--- config.mk ---
export PLATFORM = sky130hd
export DESIGN_NAME = mem_arbiter
export DESIGN_NICKNAME = d
export VERILOG_FILES = /design/src/rtl/mem_arbiter.sv
export SDC_FILE = /design/constraint.sdc
export NUM_CORES = 1
export LEC_CHECK = 0
export CAP_MARGIN = 10
export CORE_AREA = 2 2 118 120
export CTS_BUF_LIST = sky130_fd_sc_hd__clkbuf_4
export CTS_CLUSTER_SIZE = 28
export DETAILED_ROUTE_END_ITERATION = 16
export DIE_AREA = 0 0 120 122
export GPL_TIMING_DRIVEN = 0
export PLACE_DENSITY = 0.69
export SLEW_MARGIN = 10
export SYNTH_ARGS = -nofsm -noshare
export SYNTH_HDL_FRONTEND = slang
export SYNTH_SLANG_ARGS = --single-unit
--- constraint.sdc ---
create_clock -name clk -period 3.24 [get_ports clk]
set_input_delay 0.324 -clock clk [delete_from_list [all_inputs] [get_ports clk]]
set_output_delay 0.324 -clock clk [all_outputs]
set_load 0.02 [all_outputs]
--- src/rtl/mem_arbiter.sv ---
// Two-port memory arbiter: alternates ownership on ties, allows bounded locked bursts
// under contention, and returns registered acks and read data one cycle after each access.
module mem_arbiter #(
  parameter int unsigned MAX_BURST = 4
) (
  input  logic        clk,
  input  logic        reset,
  input  logic        req0,
  input  logic        req1,
  input  logic        lock0,
  input  logic        lock1,
  input  logic        we0,
  input  logic        we1,
  input  logic [31:0] addr0,
  input  logic [31:0] addr1,
  input  logic [31:0] wdata0,
  input  logic [31:0] wdata1,
  output logic        gnt0,
  output logic        gnt1,
  output logic        ack0,
  output logic        ack1,
  output logic [31:0] rdata0,
  output logic [31:0] rdata1,
  output logic        m_memwrite,
  output logic        m_memread,
  output logic [31:0] m_addr,
  output logic [31:0] m_writedata,
  input  logic [31:0] m_readdata
);

  typedef enum logic [1:0] {StIdle, StOwn0, StOwn1} state_e;

  localparam logic [3:0] BurstLast = 4'(MAX_BURST - 1);

  state_e      state_q, state_d;
  logic        last_owner_q, last_owner_d;
  logic [3:0]  burst_cnt_q, burst_cnt_d;
  logic        ack0_q, ack1_q;
  logic [31:0] rdata0_q, rdata1_q;
  logic        access0, access1;

  assign gnt0    = (state_q == StOwn0);
  assign gnt1    = (state_q == StOwn1);
  assign access0 = gnt0 && req0;
  assign access1 = gnt1 && req1;
  assign ack0    = ack0_q;
  assign ack1    = ack1_q;
  assign rdata0  = rdata0_q;
  assign rdata1  = rdata1_q;

  always_comb begin
    m_memwrite  = 1'b0;
    m_memread   = 1'b0;
    m_addr      = '0;
    m_writedata = '0;
    if (access0) begin
      m_memwrite  = we0;
      m_memread   = !we0;
      m_addr      = addr0;
      m_writedata = wdata0;
    end else if (access1) begin
      m_memwrite  = we1;
      m_memread   = !we1;
      m_addr      = addr1;
      m_writedata = wdata1;
    end
  end

  always_comb begin
    state_d      = state_q;
    burst_cnt_d  = burst_cnt_q;
    last_owner_d = last_owner_q;
    if (access0) last_owner_d = 1'b0;
    if (access1) last_owner_d = 1'b1;

    case (state_q)
      StIdle: begin
        burst_cnt_d = '0;
        if (req0 && req1) state_d = last_owner_q ? StOwn0 : StOwn1;
        else if (req0)    state_d = StOwn0;
        else if (req1)    state_d = StOwn1;
      end
      StOwn0: begin
        if (req0 && lock0 && (burst_cnt_q < BurstLast)) begin
          burst_cnt_d = burst_cnt_q + 4'd1;
        end else begin
          burst_cnt_d = '0;
          if (req1)      state_d = StOwn1;
          else if (req0) state_d = StOwn0;
          else           state_d = StIdle;
        end
      end
      StOwn1: begin
        if (req1 && lock1 && (burst_cnt_q < BurstLast)) begin
          burst_cnt_d = burst_cnt_q + 4'd1;
        end else begin
          burst_cnt_d = '0;
          if (req0)      state_d = StOwn0;
          else if (req1) state_d = StOwn1;
          else           state_d = StIdle;
        end
      end
      default: begin
        state_d     = StIdle;
        burst_cnt_d = '0;
      end
    endcase
  end

  always_ff @(posedge clk or posedge reset) begin
    if (reset) begin
      state_q      <= StIdle;
      last_owner_q <= 1'b1;
      burst_cnt_q  <= '0;
      ack0_q       <= 1'b0;
      ack1_q       <= 1'b0;
      rdata0_q     <= '0;
      rdata1_q     <= '0;
    end else begin
      state_q      <= state_d;
      last_owner_q <= last_owner_d;
      burst_cnt_q  <= burst_cnt_d;
      ack0_q       <= access0;
      ack1_q       <= access1;
      if (access0 && !we0) rdata0_q <= m_readdata;
      if (access1 && !we1) rdata1_q <= m_readdata;
    end
  end

endmodule
Yosys cells after proc, flatten, opt, wreduce, memory -nomap -nowiden
Cells that the tools add are included.

operators by class
  $add $sub $neg = 1
  order comparisons = 1
  eq/ne operators = 5
  muxes and demuxes = 24
  reductions and logical operators = 14

operator list
  operator                                                                       number
  32-bit two-way mux                                                             4
  2-bit two-way mux                                                              9
  1-bit logical AND                                                              9
  4-bit two-way mux                                                              2
  4-bit case mux with 2 select lines                                             1
  1-bit two-way mux                                                              7
  2-bit case mux with 3 select lines                                             1
  4-bit by 1-bit adder with 4-bit output (second input constant)                 1
  4-bit by 2-bit less-than comparator with 1-bit output (second input constant)  1
  2-bit inequality test (second input constant)                                  2
  4-bit inequality test (second input constant)                                  1
  3-bit AND reduction                                                            1
  2-bit by 1-bit equality test with 1-bit output (second input constant)         1
  2-bit equality test (second input constant)                                    1
  1-bit zero test                                                                2
  2-bit zero test                                                                1
  2-bit nonzero test                                                             1

word-level totals
  flip-flop bits (word level) = 73
  input port bits = 168
  output and inout port bits = 134
  word-level logic and storage cells = 52

Logic depth before layout (Yosys ltp)
Gate-level depths: netlist of the first run.

  word-level depth = 4
  depth in mapped cells = 8
  gate-level depth less buffers = 7

Least setup slack after synthesis of the first run
No wires, ideal clock.

  path type = flip-flop to output port
  from = register state_q[0]
  to = output m_memread
  arrival = 1.861 ns
  data required time = 2.916 ns
  setup slack = 1.055 ns
  cell stages (with the launch flop) = 9
  path buffers = 2
  path through = dfrtp_1 > inv_1 > ha_1 > nand2_1 > inv_2 > nand2b_1 > buf_2 > buf_6 > o21ai_0

between the ends
  cells in the longest elaborated chain, start to end = 4
  elaborated cells between the ends (all ways) = 6
  classes of those cells = eq/ne: 2; mux: 2; reduce/logical: 2

RTL lines
  what                    line  RTL
  start, declared         35    state_e state_q, state_d;
  start signal, assigned  112   state_q <= StIdle;
  start signal, assigned  120   state_q <= state_d;
  2-bit equality test     43    assign gnt1 = (state_q == StOwn1);
  net gnt1                19    output logic gnt1,
  1-bit logical AND       45    assign access1 = gnt1 && req1;
  net access1             40    logic access0, access1;
  1-bit two-way mux       61    end else if (access1) begin
  1-bit two-way mux       56    if (access0) begin
  end, declared           25    output logic m_memread,

The timed path passes the listed nets, and every way through them passes these cells.

Worst setup path in the final report of the first run
  from = register state_q[1]
  to = output m_writedata[10]

between the ends
  cells in the longest elaborated chain, start to end = 4
  elaborated cells between the ends (all ways) = 6
  classes of those cells = eq/ne: 2; mux: 2; reduce/logical: 2

RTL lines
  what                    line  RTL
  2-bit equality test     43
  1-bit logical AND       45
  32-bit two-way mux      61
  32-bit two-way mux (*)  56
  end, declared           27    output logic [31:0] m_writedata,

Mark *: on every way between the ends. The rest lies on a longest branch, timed or not.

==> results of run 1 <==
==> Yosys cell counts, drive strengths merged <==
master    n  area, um^2
dfrtp    72        1800
mux2     65         736
a22o     64         561
buf      21         139
ha        5        62.6
inv       5        18.8
o21ai     4        20.0
nor2      3        13.8
nor2b     3        18.8
a21oi     2        13.8
and3      2        12.5
nand2     2        7.51
nand2b    2        12.5
nand3     2        15.0
a2111oi   1        27.5
a2bb2oi   1        8.76
and2      1        6.26
clkbuf    1        3.75
conb      1        3.75
dfstp     1        26.3
mux2i     1        10.0
o21a      1        7.51
o21bai    1        7.51
==> state kept, by name, summed over array words and instances (netlist names) <==
register      count
burst_cnt_q       4
ack1              1
last_owner_q      1
state_q           2
ack0              1
rdata0           32
rdata1           32
==> what timing repair did <==
| item | 4_1_cts | 5_1_grt |
|---|---|---|
| resized for setup | 5 | 31 |
| setup buffers | 0 | 2 |
| setup endpoints to repair | 60 | 59 |
==> metal layers <==
| layer | routed length [um] | track usage | share of wire | vias to the layer above |
|---|---|---|---|---|
| met4 | 379 | 0.0699 | 0.023 | 0 |
| met2 | 8460 | 0.401 | 0.51 | 167 |
| met1 | 6160 | 0.249 | 0.37 | 1725 |
| met5 | 0 | 0 | 0 | - |
| li1 | - | - | - | 1615 |
| met3 | 1450 | 0.0721 | 0.088 | 19 |
==> per-stage QoR <==
step,cell area [um^2],total power [mW],setup slack (ps)
2_1_floorplan,3540,3.16,1050
3_3_place_gp,6780,4.86,-90.5
3_5_place_dp,6810,4.91,141
4_1_cts,6980,5.61,-68.2
5_1_grt,7060,5.86,-3.19
6_report,7060,5.56,128
==> worst paths after layout <==
| check | from | to | cells after the start | slack, ps |
|---|---|---|---|---|
| setup / recovery | state_q[1]$_DFFE_PP0P_ | m_writedata[10] | 8 | 130 |
| hold / removal | reset | rdata0[11]$_DFFE_PP0P_ | 2 | 230 |
| setup reg to reg | state_q[1]$_DFFE_PP0P_ | rdata0[16]$_DFFE_PP0P_ | 8 | 1190 |
| hold reg to reg | burst_cnt_q[0]$_DFF_PP0_ | burst_cnt_q[0]$_DFF_PP0_ | 1 | 480 |
| max in group asynchronous | reset | last_owner_q$_DFFE_PP1P_ | 3 | 2420 |
| min in group clk | burst_cnt_q[0]$_DFF_PP0_ | burst_cnt_q[0]$_DFF_PP0_ | 1 | 480 |
==> critical path, delay by kind of cell, from the launching register on <==
family | cells | cell delay [ps]
buffers and inverters | 4 | 1110
flip-flops | 1 | 430
AND/OR/NAND/NOR | 2 | 360
adder cells (fa/ha/maj) | 1 | 240
AO/OA/AOI/OAI | 1 | 210
==> power groups by stage <==
stage,registers (mW),clock network [mW],logic (mW)
2_1_floorplan,2.06,0,1.10
3_3_place_gp,1.55,0,3.31
3_5_place_dp,1.58,0,3.33
4_1_cts,1.57,0.689,3.36
5_1_grt,1.61,0.735,3.51
6_report,1.56,0.664,3.33
==> cells by family (layout without fill, tap and decap cells) <==
family | after synthesis | in the layout | share of synthesized area
other | 1 | 3 | 0.00106
and+or+nand+nor | 15 | 15 | 0.0244
muxes | 66 | 66 | 0.211
adders and majority gates | 5 | 5 | 0.0177
DFF | 73 | 73 | 0.517
AOI/OAI and AO/OA | 74 | 74 | 0.183
buffers and inverters | 27 | 347 | 0.0457
==> cell type report <==
type	count	area (um^2)
repair buffers	304	3100
multi-input cells	162	1550
clock buffers	10	75.1
plain buffers	22	168
clock inverters	6	90.1
fillers	1193	6440
inverters	5	21.3
diodes	1	2.50
flip-flops and latches	73	1830
well taps	180	225
==> flow_metrics.tcl, run 1 <==
set metrics [dict create \
    status "completed" \
    fin_tns_setup_ps 0 \
    powerDensity_nw_per_um2 787 \
    leakage_nw 3.22 \
    io_pins 302 \
    ir_drop_v 0.000631 \
    grt.total_usage 0.223 \
    drc_errors 0 \
    synth_seq_cells 73 \
    cp.arrival_ps 2790 \
    cts_made_buffers 9 \
    htreeDepth 3 \
    stdcell_count 763 \
    synthDistinctLibCells 31 \
    dieHeight_um 122 \
    core_area_um2 13500 \
    root_buffer "clkbuf_4" \
    cts.sinks 73 \
    syn2layout_area_growth_pct 99.9 \
    fin_util 0.523 \
    p_int_mw 3.40 \
    layout_common_cells "283 x clkdlybuf4s50_1, 72 x dfrtp_1, 64 x a22o_1" \
    rows 43 \
    power_frac_seq 0.281 \
    setup_viol 0 \
    switching_power_mw 2.16 \
    dp_hpwl_mm 13.6 \
    clockBufferDepth 2 \
    start_util 0.262 \
    rsz0062_at_grt "yes" \
    grt_pass1_vias 3780 \
    yosysWarnings 0 \
    setup.worst_path.class "reg2out" \
    p_comb_frac 0.600 \
    drtAntennaViolNets 0 \
    routed_wl_mm 16.4 \
    sw_frac_of_total 0.389 \
    netlist_area_um2 3530 \
    dieWidth_um 120 \
    dp.cells 744 \
    drive_gt1_frac 0.172 \
    place_congestion 1.03 \
    slew_viol_final 0 \
    clock.fmax_mhz 321 \
    grt_pass1_wl_mm 23.8 \
    end_kind "output port" \
    antenna_found_initial 1 \
    crit_slowest_cell "clkdlybuf4s50_1" \
    clk_pin_slew_ps 130 \
    io_buffers 301 \
    postSynthCellCount 261 \
    fin_crit_ps 3110 \
    drt_iter0_drc 115 \
    p_clk_frac 0.120 \
    seq_area_frac_synth 0.517 \
    cp-start-kind "flip-flop" \
    avgSynthCellArea_um2 13.5 \
    fin_skew_ps 10.2 \
    grt_max_degree 48 \
    hold-worst-slack_ps 227 \
    maxCapViolations 0 \
    period_share 0.961 \
    hold_path_class "in2async" \
    final_common_cell "clkdlybuf4s50_1" \
    grt-ovfl-total 0 \
    vias_per_cell 4.62 \
    cp_slowest_stage_delay_ps 640 \
    cp_cell_sequence "inv_1 > ha_1 > and2_1 > buf_2 > nor2_4 > buf_4 > a22o_1 > clkdlybuf4s50_1" \
    cts_tree "yes" \
    required_ps 2920 \
    clk_latency_ps 430 \
    wl_per_cell_um 21.6 \
    worstPathMaxFanout 10 \
    postCtsHoldBufs 0 \
    finalHoldViolCount 0 \
    fin_nets 750 \
    drtPass1Iterations 4 \
    vias 3526 \
    die-area_um2 14600 \
]
(Power assumes the default switching activity.)
==> run 2, diff against run 1 <==
--- a/config.mk
+++ b/config.mk
@@ -13,6 +13,7 @@
 export DIE_AREA = 0 0 120 122
 export GPL_TIMING_DRIVEN = 0
 export PLACE_DENSITY = 0.69
+export REMOVE_ABC_BUFFERS = 1
 export SLEW_MARGIN = 10
 export SYNTH_ARGS = -nofsm -noshare
 export SYNTH_HDL_FRONTEND = slang
==> run 2 against run 1 <==
Flip-flop and latch count stayed put. Die area stayed put. Sequential power about the same. Non-clock buffer count is 17 lower. Critical path depth down 1. First-iteration DRC count fell by 13%. Combinational power is 2% lower. Worst hold slack better by 27 ps. Routed wire length decreased by 20%. Critical path type unchanged. Critical endpoint is now m_writedata[29].
==> flow_metrics.tcl, run 2 (same netlist as run 1, synthesis figures left out) <==
set metrics [dict create \
    status "completed" \
    cts.sinks 73 \
    clk_latency_ps 410 \
    clock.fmax_mhz 323 \
    final_common_cell "clkdlybuf4s50_1" \
    cts_tree "yes" \
    r2r_end "rdata0[16]$_DFFE_PP0P_" \
    reg2reg_slack_ps 1180 \
    dp_hpwl_mm 10.2 \
    cp.arrival_ps 2770 \
    leakage_nw 2.89 \
    core_area_um2 13500 \
    routed_wl_mm 13.1 \
    place_area_um2 6750 \
    fillCellCount 1158 \
    end_kind "output port" \
    setup_viol 0 \
    fin_util 0.517 \
    cp-start-kind "flip-flop" \
    required_ps 2920 \
    io_buffers 301 \
    final_cell_area_um2 6980 \
    wl_per_cell_um 17.6 \
    dieHeight_um 122 \
    io_pins 302 \
    htreeDepth 3 \
    fin_tns_setup_ps 0 \
    place_congestion 0.741 \
    stdcell_count 746 \
    p_comb_frac 0.593 \
    root_buffer "clkbuf_4" \
    drtAntennaViolNets 0 \
    crit_slowest_cell "clkdlybuf4s50_1" \
    grt.total_usage 0.172 \
    vias_per_cell 4.58 \
    antenna_found_initial 0 \
    slew_viol_final 0 \
    hold-worst-slack_ps 254 \
    dp.cells 726 \
    cts_made_buffers 9 \
    ir_drop_v 0.000554 \
    fin_skew_ps 8.64 \
    grt_pass1_wl_mm 19.4 \
    finalHoldViolCount 0 \
    p_int_mw 3.45 \
    drive_gt1_frac 0.152 \
    worstPathMaxFanout 10 \
    dieWidth_um 120 \
    cp_cell_sequence "inv_1 > ha_1 > and2_4 > buf_4 > nor2_2 > a22o_1 > clkdlybuf4s50_1" \
    power_mw 5.52 \
    die-area_um2 14600 \
    critPathLaunch "state_q[1]$_DFFE_PP0P_" \
    powerDensity_nw_per_um2 790 \
    sw_frac_of_total 0.374 \
    crit_buf_inv 3 \
    start_util 0.262 \
    fin_nets 735 \
    cp_top_family "buffers and inverters" \
    period_share 0.954 \
    syn2layout_area_growth_pct 97.5 \
    reg2reg_from "state_q[1]$_DFFE_PP0P_" \
    setup.worst_path.class "reg2out" \
    reg2reg_depth 7 \
    pre_cts_ws_ps -154 \
    endpoint "m_writedata[29]" \
    layout_common_cells "300 x clkdlybuf4s50_1, 72 x dfrtp_1, 64 x a22o_1" \
    drc_errors 0 \
    drtPass1Iterations 4 \
    vias 3415 \
    power_frac_seq 0.282 \
    rsz0062_at_grt "yes" \
    cp_slowest_stage_delay_ps 600 \
    grt-ovfl-total 0 \
    clk_pin_slew_ps 110 \
    hold_path_class "in2async" \
    seqCellArea_um2 1830 \
    rows 43 \
    p_clk_frac 0.125 \
    switching_power_mw 2.06 \
    worst_slack_ps 148 \
    fin_crit_ps 3090 \
    drt_iter0_drc 100 \
    clockBufferDepth 2 \
    insertedDiodeCount 0 \
    grt_pass1_vias 3527 \
    maxCapViolations 0 \
    multi_input_area_um2 1580 \
    critical_path_depth 7 \
    grt_max_degree 45 \
]
[run 2: area by class of cell]
| cell class | instances | area share |
|---|---|---|
| Tap cell | 180 | 0.0323 |
| Timing Repair Buffer | 309 | 0.451 |
| Inverter | 5 | 0.00305 |
| Clock inverter | 6 | 0.0154 |
| Sequential cell | 73 | 0.262 |
| Clock buffer | 9 | 0.00968 |
| Multi-Input combinational cell | 164 | 0.227 |
[run 2: worst min path at each step]
| stage | end | cells after the start |
|---|---|---|
| after floorplan | burst_cnt_q[0]$_DFF_PP0_ | 1 |
| after global placement | burst_cnt_q[0]$_DFF_PP0_ | 1 |
| after detailed placement | burst_cnt_q[0]$_DFF_PP0_ | 1 |
| after CTS | rdata1[27]$_DFFE_PP0P_ | 2 |
| after global routing | rdata0[30]$_DFFE_PP0P_ | 2 |
| final | rdata0[21]$_DFFE_PP0P_ | 2 |
[run 2: what timing repair did]
item                       4_1_cts  5_1_grt
gates cloned                     2        0
pin swaps                        2        0
setup buffers                    3        0
resized for setup                3        1
setup endpoints to repair       66       10
hold buffers                     0        0
[run 2: routing by layer]
layer	GRT usage	wire length, um	vias up
met5	0	0	-
met4	0.0529	265	0
met3	0.0688	1260	21
met2	0.311	6900	168
met1	0.183	4730	1645
li1	-	-	1581
[run 2: power by group through the flow]
stage	logic [mW]	clock network, mW	registers (mW)
4_1_cts	3.30	0.715	1.56
2_1_floorplan	1.05	0	2.06
3_5_place_dp	3.25	0	1.58
5_1_grt	3.44	0.758	1.61
3_3_place_gp	3.19	0	1.55
6_report	3.27	0.691	1.56
